<file path="src/rtl/edge_binarize.sv">
// rtl/edge_binarize.sv - thresholds Sobel magnitudes to a binary edge map and reports per-frame edge count and geometry errors
module edge_binarize #(
  parameter int IMAGE_W  = 640,
  parameter int IMAGE_H  = 480,
  parameter int IMAGE_DW = 8
) (
  input  logic                InVideoClk,
  input  logic                InVideoRstN,
  input  logic                InVideoVs,
  input  logic                InVideoDe,
  input  logic [IMAGE_DW-1:0] InVideoData,
  input  logic [IMAGE_DW-1:0] InThreshold,
  output logic                OutVideoVs,
  output logic                OutVideoDe,
  output logic [IMAGE_DW-1:0] OutVideoData,
  output logic [19:0]         OutEdgeCount,
  output logic                OutEdgeCountValid,
  output logic                OutFrameErr
);

  // Counters saturate one past their nominal size so an overlong line/frame never wraps back to "correct".
  localparam int CW = $clog2(IMAGE_W + 2);
  localparam int LW = $clog2(IMAGE_H + 3);
  localparam logic [CW-1:0] COL_MAX  = CW'(IMAGE_W + 1);
  localparam logic [LW-1:0] LINE_MAX = LW'(IMAGE_H + 1);

  typedef enum logic {WAIT_SYNC, ACTIVE} state_t;

  state_t              state, state_nxt;
  logic                vs_d, de_d;
  logic [IMAGE_DW-1:0] thr;
  logic [CW-1:0]       col;
  logic [LW-1:0]       lines;
  logic                err;
  logic [19:0]         edge_cnt;

  logic                frame_start, in_frame, rollover;
  logic [IMAGE_DW-1:0] thr_eff;
  logic                pix_ok, pix_edge, de_fall, err_fin;
  logic [LW-1:0]       lines_fin;

  assign frame_start = InVideoVs & ~vs_d;

  always_comb begin
    state_nxt = state;
    in_frame  = 1'b0;
    rollover  = 1'b0;
    case (state)
      WAIT_SYNC: begin
        if (frame_start) begin
          state_nxt = ACTIVE;
          in_frame  = 1'b1;
        end
      end
      ACTIVE: begin
        in_frame = 1'b1;
        rollover = frame_start;
      end
      default: state_nxt = WAIT_SYNC;
    endcase
  end

  // A pixel arriving with the sync edge already belongs to the new frame and its threshold.
  assign thr_eff   = frame_start ? InThreshold : thr;
  assign pix_ok    = in_frame & InVideoDe;
  assign pix_edge  = pix_ok & (InVideoData >= thr_eff);
  assign de_fall   = (state == ACTIVE) & de_d & ~InVideoDe;
  assign err_fin   = err | (de_fall & (col != CW'(IMAGE_W)));
  assign lines_fin = lines + LW'(de_fall);

  always_ff @(posedge InVideoClk or negedge InVideoRstN) begin
    if (!InVideoRstN) state <= WAIT_SYNC;
    else              state <= state_nxt;
  end

  always_ff @(posedge InVideoClk or negedge InVideoRstN) begin
    if (!InVideoRstN) begin
      vs_d              <= 1'b0;
      de_d              <= 1'b0;
      thr               <= '0;
      col               <= '0;
      lines             <= '0;
      err               <= 1'b0;
      edge_cnt          <= '0;
      OutVideoVs        <= 1'b0;
      OutVideoDe        <= 1'b0;
      OutVideoData      <= '0;
      OutEdgeCount      <= '0;
      OutEdgeCountValid <= 1'b0;
      OutFrameErr       <= 1'b0;
    end else begin
      vs_d              <= InVideoVs;
      de_d              <= InVideoDe;
      OutVideoVs        <= InVideoVs;
      OutVideoDe        <= pix_ok;
      OutVideoData      <= pix_edge ? '1 : '0;
      OutEdgeCountValid <= rollover;
      if (frame_start) thr <= InThreshold;
      if (rollover) begin
        OutEdgeCount <= edge_cnt;
        OutFrameErr  <= err_fin | (lines_fin != LW'(IMAGE_H));
      end
      if (frame_start) begin
        edge_cnt <= 20'(pix_edge);
        lines    <= '0;
        err      <= 1'b0;
        col      <= pix_ok ? CW'(1) : '0;
      end else if (state == ACTIVE) begin
        if (pix_edge && edge_cnt != 20'hF_FFFF) edge_cnt <= edge_cnt + 20'd1;
        if (de_fall) begin
          if (lines != LINE_MAX) lines <= lines + LW'(1);
          err <= err_fin;
          col <= '0;
        end else if (pix_ok && col != COL_MAX) begin
          col <= col + CW'(1);
        end
      end
    end
  end

endmodule

</file>
<file path="config.mk">
export PLATFORM = sky130hd
export DESIGN_NAME = edge_binarize
export DESIGN_NICKNAME = d
export VERILOG_FILES = /design/src/rtl/edge_binarize.sv
export SDC_FILE = /design/constraint.sdc
export NUM_CORES = 1
export LEC_CHECK = 0
export ABC_CLOCK_PERIOD_IN_PS = 3100
export CAP_MARGIN = 10
export CORE_ASPECT_RATIO = 0.6
export CORE_MARGIN = 2
export CORE_UTILIZATION = 49
export DETAILED_ROUTE_END_ITERATION = 8
export PLACE_DENSITY = 0.72
export SLEW_MARGIN = 20
export SYNTH_ARGS = -nofsm -noshare
export SYNTH_HDL_FRONTEND = slang
export SYNTH_SLANG_ARGS = --single-unit
export TNS_END_PERCENT = 50
</file>
<file path="constraint.sdc">
create_clock -name InVideoClk -period 3.1 [get_ports InVideoClk]
set_input_delay 0.93 -clock InVideoClk [delete_from_list [all_inputs] [get_ports InVideoClk]]
set_output_delay 0.93 -clock InVideoClk [all_outputs]
set_load 0.02 [all_outputs]
</file>
==> results <==
[area by class of cell]
class | count | area (µm²) | share of cell area
clock buffer | 10 | 239.0 | 0.04964
clock inverter | 6 | 48.80 | 0.01014
inverter | 16 | 60.06 | 0.01247
multi-input combinational | 252 | 1764 | 0.3664
sequential | 75 | 1877 | 0.3898
tap | 104 | 130.1 | 0.02703
timing repair buffer | 76 | 695.7 | 0.1445
[report_power, final]
part	switching, mW	total, mW	internal, mW
combinational	0.233	0.440	0.208
sequential	0.0638	1.10	1.04
clock	0.427	0.997	0.570
total	0.724	2.54	1.82
[kinds of logic (layout without fill, tap and decap cells)]
| family | after synthesis | in the layout | synth area share |
|---|---|---|---|
| AO/OA/AOI/OAI | 54 | 54 | 0.09681 |
| XOR/XNOR | 19 | 19 | 0.04471 |
| adder cells (fa/ha/maj) | 16 | 16 | 0.05378 |
| buffers and inverters | 35 | 108 | 0.04470 |
| flip-flops | 75 | 75 | 0.5042 |
| multiplexers | 24 | 24 | 0.07093 |
| AND/OR/NAND/NOR | 138 | 139 | 0.1849 |
[cells in the mapped netlist (all sizes together)]
| cell type | n | area, µm² |
|---|---|---|
| nor4b | 1 | 8.760 |
| dfrtp | 75 | 1877 |
| a2111oi | 2 | 23.77 |
| xor2 | 13 | 113.9 |
| nand4 | 13 | 81.33 |
| ha | 16 | 200.2 |
| o21ai | 14 | 70.06 |
| o22ai | 1 | 6.260 |
| a211oi | 1 | 7.510 |
| or4 | 10 | 75.07 |
| o211ai | 4 | 30.03 |
| o41ai | 1 | 27.53 |
| or2 | 1 | 6.260 |
| and3 | 5 | 31.28 |
| o21a | 3 | 22.52 |
| a31oi | 2 | 18.77 |
| nor2 | 30 | 112.6 |
| nor2b | 1 | 6.260 |
| and4 | 2 | 17.52 |
| inv | 16 | 60.06 |
| buf | 13 | 83.82 |
| a21boi | 1 | 7.510 |
| nand2 | 46 | 180.2 |
| nor3 | 2 | 15.01 |
| xnor2 | 6 | 52.55 |
| a21oi | 18 | 90.09 |
| or3 | 6 | 37.54 |
| and2 | 2 | 12.51 |
| nand2b | 3 | 18.77 |
| mux2i | 5 | 50.05 |
| mux2 | 19 | 214.0 |
| and4b | 1 | 10.01 |
| o31ai | 6 | 45.04 |
| nand3 | 15 | 75.07 |
| clkbuf | 6 | 22.52 |
| o41a | 1 | 11.26 |
[worst max-delay path: stages]
cell,delay [ns]
clkdlybuf4s15_1,0.26
nand2b_4,0.10
buf_4,0.15
nand2_1,0.05
nand2_1,0.06
ha_1,0.29
nand2b_4,0.13
a2111oi_4,0.07
o41ai_4,0.27
buf_4,0.19
nand2_4,0.09
or4_4,0.50
a21oi_2,0.13
[worst min-delay path by stage]
| stage | slack (ns) | from | end | cells past startpoint |
|---|---|---|---|---|
| after floorplan | 0.44 | thr[0]$_DFF_PN0_ | thr[0]$_DFF_PN0_ | 2 |
| after global placement | 0.46 | thr[5]$_DFF_PN0_ | thr[5]$_DFF_PN0_ | 2 |
| after detailed placement | 0.47 | thr[0]$_DFF_PN0_ | thr[0]$_DFF_PN0_ | 2 |
| after CTS | 0.49 | thr[0]$_DFF_PN0_ | thr[0]$_DFF_PN0_ | 2 |
| after global routing | 0.51 | err$_DFFE_PN0P_ | err$_DFFE_PN0P_ | 2 |
| final | 0.48 | err$_DFFE_PN0P_ | err$_DFFE_PN0P_ | 2 |
[sequential cells by signal (all words and copies together) (netlist names), 8 cells and up]
register	cells
OutEdgeCount	20
edge_cnt	20
col	10
lines	9
thr	8
[timing repair]
action	in CTS	in global routing
setup endpoints to repair	10	9
endpoints found under the hold margin	0	0
pin swaps	2	0
resized for setup	2	9
cloned	1	0
buffers inserted	3	3
[cell usage in the layout (no fill, tap or decap), types with 4 or more instances in the layout]
cell type	count
clkbuf_16	9
a21oi_1	15
or3_1	6
o21ai_0	11
nand4_1	13
o31ai_1	5
xor2_1	13
o211ai_1	4
mux2i_1	5
dfrtp_1	75
xnor2_1	6
nand2_1	44
nand3_1	15
buf_4	26
or4_1	8
ha_1	15
and3_1	5
inv_1	16
mux2_2	19
clkdlybuf4s50_1	49
nor2_1	30
[routing by layer]
metal	routed length (µm)	part of all wire	track usage
met1	4129	0.50	0.3228
met2	3598	0.43	0.3249
met3	424	0.051	0.06007
met4	129	0.016	0.08995
met5	0	0	0
[per-stage QoR]
| stage | util | area, µm² | worst slack (ns) | hold slack (ns) |
|---|---|---|---|---|
| after global routing | 0.6598 | 4815 | -0.01419 | 0.5054 |
| after floorplan | - | 3790 | -0.01664 | 0.4399 |
| after CTS | 0.6512 | 4752 | 0.08513 | 0.4868 |
| after detailed placement | 0.6073 | 4432 | -0.4892 | 0.4733 |
| after global placement | 0.6073 | 4432 | -0.3795 | 0.4553 |
| final | 0.6598 | 4815 | 0.1208 | 0.4838 |
==> results.txt <==
Slew headroom - 0.3773
Layout Cells excl Fill - 539
IO buf count - 51
Max-cap violations - 0
Half-perimeter wire length after placement - 5677 µm
Pin count of the biggest net entering global routing - 76
Max Freq - 0.3357 GHz
Core area - 7297 µm²
Remaining DRCs - 0
Vias in the first global route - 2919
DRT antenna net count - 0
Hold Fails Final Rpt - 0
Start point of the critical path - InVideoVs
Post-CTS Hold Buffers - 0
Skew-Pair Late Insertion Delay - 0.34 ns
Worst setup EP type - register
Total CTS buffers - 9
DP Cell Count - 516
Slew @ Worst Pin - 0.9341 ns
Clk slew on worst S/H paths - 0.06 ns
Unique masters post-synth - 44
P_leak - 2.170 nW
Worst Path Arrival - 3.24 ns
TNS Setup - 0 ns
First-pass GRT wire length - 14200 µm
CTS tree - done
Cells after Synth - 361
CTS root buf - clkbuf_16
DRT Pass-1 Iters - 4
Share of layout cells above drive strength 1 - 0.1816
Fin crit period - 2.979 ns
Outcome - finished clean
Area delta synth->final - 29.34%
#FFs+latches synth - 75
Drt first-iter violations - 177
Reg2reg end - edge_cnt[9]$_DFFE_PN0P_
Sink Count - 75
RR Startpoint - vs_d$_DFF_PN0_
R2r setup slk - 0.45 ns
Critical path endpoint - edge_cnt[9]$_DFFE_PN0P_
WS Path Type - in2reg
Via/cell ratio - 5.260
Final Setup Violations - 0
Worst setup SP type - input port
Net count after synthesis - 397
IO Pins - 52
Die ar. - 8332 µm²
Initial Util - 0.5101
Worst min-delay path category - reg2reg
Syn Std Cell Area - 3722 µm²
Total GRT Usage - 0.2245
YS warnings - 0
Post-layout nets - 466
Post-Route WL - 8282 µm
Die H - 71.51 µm
Fin crit share - 0.9610
Final Wtd Congestion - 0.8508
Critical path peak fanout - 10
CP required - 3.37 ns
Depth of the CTS H-tree - 3
Synthesized area per cell - 10.31 µm²
Initial antenna violation count - 0
Fillers - 595
Row Count - 24
Pwr per Cell Area - 527.6 nW/µm²
Sequential area share after synthesis - 0.5042
Worst-case clock buffer depth - 2
Wire per inst - 15.37 µm
Grt ovf - 0
Die width - 116.5 µm
Antenna diode count - 0
Fin. max-slew vios - 0
Via count - 2835
Overall Power - 2.540 mW
Setup Skew - 0.005822 ns
Worst R2R Path Depth - 12
Peak VDD IR - 0.3640 mV
No activity file was read; power rests on OpenSTA's default activity.
